**src/rtl/des_pkg.sv**
```systemverilog
// rtl/des_pkg.sv - DES key schedule tables, rotate/permute helpers and controller state type.
package des_pkg;

  typedef enum logic [1:0] {IDLE = 2'd0, RUN = 2'd1, FIN = 2'd2} state_e;

  // Entries are FIPS bit numbers: 1 = MSB of the source vector.
  localparam int PC1_TAB [56] = '{
    57, 49, 41, 33, 25, 17,  9,  1, 58, 50, 42, 34, 26, 18,
    10,  2, 59, 51, 43, 35, 27, 19, 11,  3, 60, 52, 44, 36,
    63, 55, 47, 39, 31, 23, 15,  7, 62, 54, 46, 38, 30, 22,
    14,  6, 61, 53, 45, 37, 29, 21, 13,  5, 28, 20, 12,  4
  };

  localparam int PC2_TAB [48] = '{
    14, 17, 11, 24,  1,  5,  3, 28, 15,  6, 21, 10,
    23, 19, 12,  4, 26,  8, 16,  7, 27, 20, 13,  2,
    41, 52, 31, 37, 47, 55, 30, 40, 51, 45, 33, 48,
    44, 49, 39, 56, 34, 53, 46, 42, 50, 36, 29, 32
  };

  localparam logic [1:0] SHIFT_ENC [16] = '{
    2'd1, 2'd1, 2'd2, 2'd2, 2'd2, 2'd2, 2'd2, 2'd2,
    2'd1, 2'd2, 2'd2, 2'd2, 2'd2, 2'd2, 2'd2, 2'd1
  };

  // Decrypt starts from the unrotated PC-1 value, which is already the K16 position.
  localparam logic [1:0] SHIFT_DEC [16] = '{
    2'd0, 2'd1, 2'd2, 2'd2, 2'd2, 2'd2, 2'd2, 2'd2,
    2'd1, 2'd2, 2'd2, 2'd2, 2'd2, 2'd2, 2'd2, 2'd1
  };

  function automatic logic [27:0] rotl28(input logic [27:0] x, input logic [1:0] n);
    case (n)
      2'd1:    return {x[26:0], x[27]};
      2'd2:    return {x[25:0], x[27:26]};
      default: return x;
    endcase
  endfunction

  function automatic logic [27:0] rotr28(input logic [27:0] x, input logic [1:0] n);
    case (n)
      2'd1:    return {x[0], x[27:1]};
      2'd2:    return {x[1:0], x[27:2]};
      default: return x;
    endcase
  endfunction

  function automatic logic [55:0] pc1(input logic [63:0] k);
    logic [55:0] r;
    logic [5:0]  idx;
    for (int i = 0; i < 56; i++) begin
      idx       = 6'(64 - PC1_TAB[i]);
      r[55 - i] = k[idx];
    end
    return r;
  endfunction

  function automatic logic [47:0] pc2(input logic [55:0] cd);
    logic [47:0] r;
    logic [5:0]  idx;
    for (int i = 0; i < 48; i++) begin
      idx       = 6'(56 - PC2_TAB[i]);
      r[47 - i] = cd[idx];
    end
    return r;
  endfunction

  function automatic logic key_parity_ok(input logic [63:0] k);
    logic ok;
    ok = 1'b1;
    for (int b = 0; b < 8; b++) begin
      if (!(^k[8*b +: 8])) ok = 1'b0;
    end
    return ok;
  endfunction

endpackage

```
**src/rtl/des_cd_rotator.sv**
```systemverilog
// rtl/des_cd_rotator.sv - combinational C/D half rotate by 0/1/2 places, left or right.
module des_cd_rotator
  import des_pkg::*;
(
  input  logic [27:0] c_i,
  input  logic [27:0] d_i,
  input  logic [1:0]  amt_i,
  input  logic        dir_i,
  output logic [27:0] c_o,
  output logic [27:0] d_o
);

  // dir_i = 1 selects right rotation (decrypt order).
  always_comb begin
    if (dir_i) begin
      c_o = rotr28(c_i, amt_i);
      d_o = rotr28(d_i, amt_i);
    end else begin
      c_o = rotl28(c_i, amt_i);
      d_o = rotl28(d_i, amt_i);
    end
  end

endmodule

```
**src/rtl/des_key_sched_ctrl.sv**
```systemverilog
// rtl/des_key_sched_ctrl.sv - DES key schedule sequencer streaming 16 subkeys over valid/ready.
module des_key_sched_ctrl
  import des_pkg::*;
#(
  parameter bit PARITY_CHK = 1'b0,
  parameter bit DONE_PULSE = 1'b1
) (
  input  logic        clk,
  input  logic        rst,
  input  logic        start_i,
  input  logic        decrypt_i,
  input  logic [63:0] key_i,
  output logic        busy_o,
  output logic [47:0] subkey_o,
  output logic        subkey_valid_o,
  input  logic        subkey_ready_i,
  output logic [3:0]  round_o,
  output logic        done_o,
  output logic        key_err_o
);

  state_e      state_q, state_d;
  logic [27:0] c_q, c_d, d_q, d_d;
  logic        dir_q, dir_d;
  logic [4:0]  rcnt_q, rcnt_d;
  logic [47:0] subkey_q, subkey_d;
  logic [3:0]  round_q, round_d;
  logic        valid_q, valid_d;
  logic        busy_q, busy_d;
  logic        done_q, done_d;
  logic        err_q, err_d;

  logic [1:0]  amt;
  logic [27:0] c_rot, d_rot;

  assign amt = dir_q ? SHIFT_DEC[rcnt_q[3:0]] : SHIFT_ENC[rcnt_q[3:0]];

  des_cd_rotator u_rot (
    .c_i   (c_q),
    .d_i   (d_q),
    .amt_i (amt),
    .dir_i (dir_q),
    .c_o   (c_rot),
    .d_o   (d_rot)
  );

  always_comb begin
    state_d  = state_q;
    c_d      = c_q;
    d_d      = d_q;
    dir_d    = dir_q;
    rcnt_d   = rcnt_q;
    subkey_d = subkey_q;
    round_d  = round_q;
    valid_d  = valid_q;
    busy_d   = busy_q;
    done_d   = done_q;
    err_d    = err_q;
    unique case (state_q)
      IDLE: begin
        if (DONE_PULSE) done_d = 1'b0;
        if (start_i) begin
          if (PARITY_CHK && !key_parity_ok(key_i)) begin
            err_d = 1'b1;
          end else begin
            {c_d, d_d} = pc1(key_i);
            dir_d      = decrypt_i;
            rcnt_d     = 5'd0;
            busy_d     = 1'b1;
            err_d      = 1'b0;
            done_d     = 1'b0;
            state_d    = RUN;
          end
        end
      end
      RUN: begin
        // Output slot is free when empty or being consumed this cycle.
        if (!valid_q || subkey_ready_i) begin
          if (!rcnt_q[4]) begin
            c_d      = c_rot;
            d_d      = d_rot;
            subkey_d = pc2({c_rot, d_rot});
            round_d  = rcnt_q[3:0];
            valid_d  = 1'b1;
            rcnt_d   = rcnt_q + 5'd1;
          end else begin
            valid_d = 1'b0;
            state_d = FIN;
          end
        end
      end
      FIN: begin
        busy_d  = 1'b0;
        done_d  = 1'b1;
        state_d = IDLE;
      end
      default: state_d = IDLE;
    endcase
  end

  always_ff @(posedge clk) begin
    if (rst) begin
      state_q  <= IDLE;
      c_q      <= '0;
      d_q      <= '0;
      dir_q    <= 1'b0;
      rcnt_q   <= '0;
      subkey_q <= '0;
      round_q  <= '0;
      valid_q  <= 1'b0;
      busy_q   <= 1'b0;
      done_q   <= 1'b0;
      err_q    <= 1'b0;
    end else begin
      state_q  <= state_d;
      c_q      <= c_d;
      d_q      <= d_d;
      dir_q    <= dir_d;
      rcnt_q   <= rcnt_d;
      subkey_q <= subkey_d;
      round_q  <= round_d;
      valid_q  <= valid_d;
      busy_q   <= busy_d;
      done_q   <= done_d;
      err_q    <= err_d;
    end
  end

  assign busy_o         = busy_q;
  assign subkey_o       = subkey_q;
  assign subkey_valid_o = valid_q;
  assign round_o        = round_q;
  assign done_o         = done_q;
  assign key_err_o      = PARITY_CHK ? err_q : 1'b0;

endmodule

```
**config.mk**
```make
export PLATFORM = sky130hd
export DESIGN_NAME = des_key_sched_ctrl
export DESIGN_NICKNAME = d
export VERILOG_FILES = /design/src/rtl/des_pkg.sv /design/src/rtl/des_cd_rotator.sv /design/src/rtl/des_key_sched_ctrl.sv
export SDC_FILE = /design/constraint.sdc
export NUM_CORES = 1
export LEC_CHECK = 0
export BUFFER_PORTS_ARGS = -buffer_cell sky130_fd_sc_hd__buf_4
export CORE_MARGIN = 8
export CORE_UTILIZATION = 60
export DETAILED_ROUTE_END_ITERATION = 8
export PLACE_DENSITY = 0.94
export SETUP_SLACK_MARGIN = 0.05
export SYNTH_ARGS = -nofsm -noshare
export SYNTH_HDL_FRONTEND = slang
export SYNTH_SLANG_ARGS = --single-unit
```
**constraint.sdc**
```tcl
create_clock -name clk -period 4.4 [get_ports clk]
set_input_delay 0.88 -clock clk [delete_from_list [all_inputs] [get_ports clk]]
set_output_delay 0.88 -clock clk [all_outputs]
set_load 0.01 [all_outputs]
```
# Word level (Yosys, flattened, before mapping)
# Memory sizes are Yosys's and may differ from the RTL's.
# Cells that the tools add are included.
# totals
word_cells	72
rom_bits	64
memories	2
out_inout_bits	56
ff_bits	119
in_bits	69
# memory_table
memory	depth	word_bits	rd	rd_ports_with_merged_regs	wr	line_no	rtl
(no name shown)	16	2	1	0	0	des_key_sched_ctrl.sv:36	assign amt = dir_q ? SHIFT_DEC[rcnt_q[3:0]] : SHIFT_ENC[rcnt_q[3:0]];
(no name shown)	16	2	1	0	0	des_key_sched_ctrl.sv:36	
# op_classes
addsub	1
n_lt_le_gt_ge	1
n_eq_ne	9
muxes	31
n_reduce_logical	13
bitwise	2
# ops
op	count
28-bit case mux with 2 select lines	6
28-bit two-way mux	8
2-bit two-way mux	8
5-bit two-way mux	3
5-bit case mux with 2 select lines	1
3-bit AND reduction	3
2-bit inequality test (second input constant)	4
2-bit AND reduction	3
5-bit by 1-bit adder with 5-bit output (second input constant)	1
5-bit >= comparator (second input constant)	1
4-bit NOT with 5-bit output	1
5-bit AND reduction	1
2-bit by 1-bit == test with 1-bit output (second input constant)	2
2-bit == test (second input constant)	2
1-bit case mux with 2 select lines	2
2-bit case mux with 2 select lines	1
4-bit AND reduction	1
2-bit nonzero test	2
3-bit by 1-bit inequality test with 1-bit output (second input constant)	1
2-bit zero test	1
1-bit two-way mux	2
1-bit zero test	1
1-bit logical OR	1
1-bit NOT	1

# Depth between registers and ports, before layout
# depth
depth_word	11
ltp_mapped	14
ltp_nobuf	11

# By module
# Synthesis repeated with hierarchy kept, for this count alone.
# hier_totals
cells_unflattened	831
area_unflattened_um2	7214.4
# modules_own_cells
module	n_inst	area_per_inst_um2	seq_area_each_um2	cells_per_inst
des_key_sched_ctrl	1	5072.4	2382.3	559
des_cd_rotator	1	2142.1	0.0	272

# Least setup slack after synthesis
# Ideal clock, no wire load.
# synth_timing
path_type	register -> register
start	register dir_q
end	register d_q[14]
path_stages_with_launch	12
t_arrival_ps	2596
path_slack_ps	1717
setup_time_ps	88
period_less_slack_ps	2683
n_path_buf	5
required_time_ps	4312
path_cell_list	dfxtp_1 > buf_2 > clkbuf_1 > buf_2 > a21oi_1 > o21a_1 > o21a_1 > ha_1 > buf_2 > clkbuf_1 > a211oi_2 > nor4_2
# synth_via
elab_chain_cells	7
elab_cells_between_ends	9
classes_between	2 x eq/ne; 7 x mux
# synth_rtl
item	line_no	rtl
start: declaration	des_key_sched_ctrl.sv:24	logic dir_q, dir_d;
start signal: assignment	des_key_sched_ctrl.sv:118	dir_q <= dir_d;
2-bit two-way mux	des_key_sched_ctrl.sv:36	
2-bit == test / 2-bit by 1-bit == test with 1-bit output (equally long branches)	des_pkg.sv:33, des_pkg.sv:41	
28-bit case mux with 2 select lines, on equally long branches	des_pkg.sv:33, des_pkg.sv:41	
28-bit two-way mux *	des_cd_rotator.sv:15	if (dir_i) begin
28-bit two-way mux *	des_key_sched_ctrl.sv:79	if (!rcnt_q[4]) begin
28-bit two-way mux *	des_key_sched_ctrl.sv:78	if (!valid_q || subkey_ready_i) begin
28-bit case mux with 2 select lines *	des_key_sched_ctrl.sv:59	unique case (state_q)
end signal: assignment	des_key_sched_ctrl.sv:105	d_q <= '0;
end signal: assignment	des_key_sched_ctrl.sv:117	d_q <= d_d;
end: declaration	des_key_sched_ctrl.sv:23	logic [27:0] c_q, c_d, d_q, d_d;
# Mark *: on every way between the ends. The rest lies on a longest branch, timed or not. The select of a mux whose other input is x is not followed.
# A chain may end at the register's enable or synchronous reset.

# Final worst setup path
# layout_timing
start	register rcnt_q[1]
end	register d_q[22]
# layout_via
elab_chain_cells	11
elab_cells_between_ends	16
classes_between	2 x eq/ne; 11 x mux; 1 x bitwise; 2 x memory
# layout_rtl
item	line_no	rtl
start: declaration	des_key_sched_ctrl.sv:25	logic [4:0] rcnt_q, rcnt_d;
start signal: assignment	des_key_sched_ctrl.sv:119	rcnt_q <= rcnt_d;
4-bit NOT with 5-bit output (not written as such) *	des_key_sched_ctrl.sv:36	
memory 16 x 2 bit	--	
2-bit two-way mux (not written as such) (2 in a row)	des_key_sched_ctrl.sv:36	
2-bit two-way mux *	des_key_sched_ctrl.sv:36	
2-bit == test / 2-bit by 1-bit == test with 1-bit output (equally long branches)	des_pkg.sv:33, des_pkg.sv:41	
28-bit case mux with 2 select lines, on equally long branches	des_pkg.sv:33, des_pkg.sv:41	
28-bit two-way mux *	des_cd_rotator.sv:15	
28-bit two-way mux *	des_key_sched_ctrl.sv:79	
28-bit two-way mux *	des_key_sched_ctrl.sv:78	
28-bit case mux with 2 select lines *	des_key_sched_ctrl.sv:59	
# Marked as above.

==> run summary <==
status: finished, violations left
failing checks: design-rule violations
cts bufs inserted: 17
total gr overflow: 0
Ys Warns: 0
most common cell after layout, fill and taps aside: buf_4
final setup margin: 933.0 ps
Final min period: 3467 ps
Post-synth ARST share: 0%
filler instances: 737
root buf cell: clkbuf_8
CTS max path bufs: 2
Net count, final: 906
HP Class: flip-flop to flip-flop
num rows: 38
Post-CTS Resized: 0
worst slew pin tran: 1087 ps
postcts setup bufs: 0
Leak: 2.780 nW
vias per cell: 7.041
die height: 120.9 µm
area of the die: 0.01460 mm²
Core ar.: 0.01079 mm²
largest net degree at the start of global routing: 114
Cells after Synth: 778
vias in the first global route: 6,576
number of diodes: 0
CP max FO: 87
synthesized flop and latch total: 119
Netlist cell types: 43
arrival time worst endpoint: 3890 ps
port buffer count: 115
Final Max Tran Viols: 0
drt first-iter violations: 977
critical path class: flip-flop to flip-flop
mean area per synthesized cell: 8.479 µm²
ANT nets after route: 0
Synth Net Count: 852
sequential share of the synthesized area: 36.12%
GRT Util Overall: 27.47%
Slew headroom: 27.54%
power per cell area: 445.7 mW/mm²
required time of the critical path: 4830 ps
Ports: 125
CTS tree: yes
setup TNS: 0 ps
period utilization: 78.80%
worst skew pair latency: 530 ps
Synth Flop Type: dfxtp_1
Die X: 120.9 µm
number of synthesized flops with an enable pin: 0
post-route DRC violation count: 11
startpoint types: flip-flop
routed len/inst: 20.97 µm
most frequent cells in the layout: 128 x buf_4, 118 x dfxtp_1, 108 x nor2_1
Worst-path clk slew: 60 ps
layout cells sized above 1: 25.74%
H-tree Lvls: 4
first-pass iteration count of the detailed router: 9
WHS: 458.7 ps
Sink Count: 119
RSZ-0062 raised after global routing: false
mapped cell area: 0.006596 mm²
drt total wl: 20,620 µm
starting density of the core: 61.12%
Final HPWL DP: 12,780 µm
via count: 6,921
Fmax: 0.2884 GHz
# setup viols final: 0
CP Capture Type: flip-flop
Hold-fix buffers, CTS: 0
Setup Skew: 9.847 ps
Max VDD drop: 0.0002187 V
first-pass GRT wire length: 33,230 µm
Max-Cap Viols: 0
final hold vios: 0
Post-Place Worst Slack: 1164 ps
GPL Wtd Cong: 0.8773
Area Growth Syn to Fin: 20.03%
initial antenna violation count: 0
-- layer usage --
layer	part of all wire, %	GRT usage [%]
met5	0	0
met4	4.6	15.30
met3	7.6	6.422
met2	50	46.60
met1	38	31.24
-- logic make-up (layout without fill, tap and decap cells) --
group | count (synthesis) | count (layout) | share of synthesized area, %
flip-flops | 119 | 119 | 36.12
other | 1 | 1 | 0.05685
AO/OA/AOI/OAI | 312 | 312 | 37.33
buffers and inverters | 102 | 167 | 7.454
adder cells (fa/ha/maj) | 5 | 5 | 0.9484
AND/OR/NAND/NOR | 239 | 239 | 18.10
-- worst max-delay path, stage by stage (launching register included) --
cell	delay (ps)
dfxtp_1	370
inv_1	100
ha_1	140
a21oi_1	80
o21a_1	200
o21ai_0	290
ha_4	770
buf_4	410
a221oi_1	130
a211oi_1	430
a211oi_2	90
nor4_1	320
-- cell usage after synthesis, types with 2 or more instances --
| cell type | instances | area share [%] |
|---|---|---|
| dfxtp_1 | 119 | 36 |
| nor2_1 | 108 | 6.1 |
| a21oi_1 | 69 | 5.2 |
| a22oi_1 | 62 | 7.1 |
| a211oi_1 | 60 | 6.8 |
| a221oi_1 | 55 | 7.3 |
| nor3_1 | 50 | 3.8 |
| a211oi_2 | 43 | 8.2 |
| clkbuf_1 | 39 | 2.2 |
| nor4_1 | 35 | 3.3 |
| buf_2 | 33 | 2.5 |
| nand2_1 | 18 | 1.0 |
| buf_4 | 10 | 1.1 |
| nor4_2 | 9 | 1.7 |
| inv_1 | 8 | 0.46 |
| buf_1 | 7 | 0.40 |
| o21a_1 | 6 | 0.68 |
| ha_1 | 5 | 0.95 |
| nand3_1 | 5 | 0.38 |
| buf_6 | 4 | 0.68 |
| a2111oi_1 | 3 | 0.46 |
| nand2b_1 | 3 | 0.28 |
| o21ai_0 | 3 | 0.23 |
| a311oi_1 | 2 | 0.27 |
| a31oi_1 | 2 | 0.19 |
| nand3b_1 | 2 | 0.23 |
| o31ai_1 | 2 | 0.23 |
-- final timing paths --
kind | from | slack [ps] | depth (start not counted) | endpoint
max | rcnt_q[1] | 930 | 11 | d_q[22]
min | round_o[3] | 460 | 2 | round_o[3]
max reg2reg | rcnt_q[1] | 930 | 11 | d_q[22]
min reg2reg | round_o[3] | 460 | 2 | round_o[3]
-- through the flow --
stage	instance area [µm²]	std cells	power [W]	utilization [%]
floorplan	6596	778	0.001844	-
global placement	7318	953	0.002036	67.81
detailed placement	7318	953	0.002074	67.81
CTS	7918	983	0.003511	73.36
global route	7918	983	0.003658	73.36
finish	7918	983	0.003529	73.36
-- state kept, by name, indices dropped and copies added (netlist names), 2 cells and up --
name	flops
subkey_o	48
c_q	28
d_q	28
rcnt_q	5
round_o	4
state_q	2
-- where the power goes --
part,internal (W),switching [W]
clock network,0.000943,0.000500
logic,0.000326,0.000444
registers,0.00118,0.000136
total,0.00245,0.00108
-- cell type report --
| class | instances | area, µm² | share of cell area [%] |
|---|---|---|---|
| clock buffers | 22 | 452.9 | 5.721 |
| inverters | 9 | 33.78 | 0.4267 |
| well taps | 140 | 175.2 | 2.212 |
| clock inverters | 8 | 146.4 | 1.849 |
| flip-flops and latches | 119 | 2386 | 30.14 |
| repair buffers | 128 | 960.9 | 12.14 |
| multi-input cells | 557 | 3762 | 47.52 |
Power figures use the tool's default switching activity.
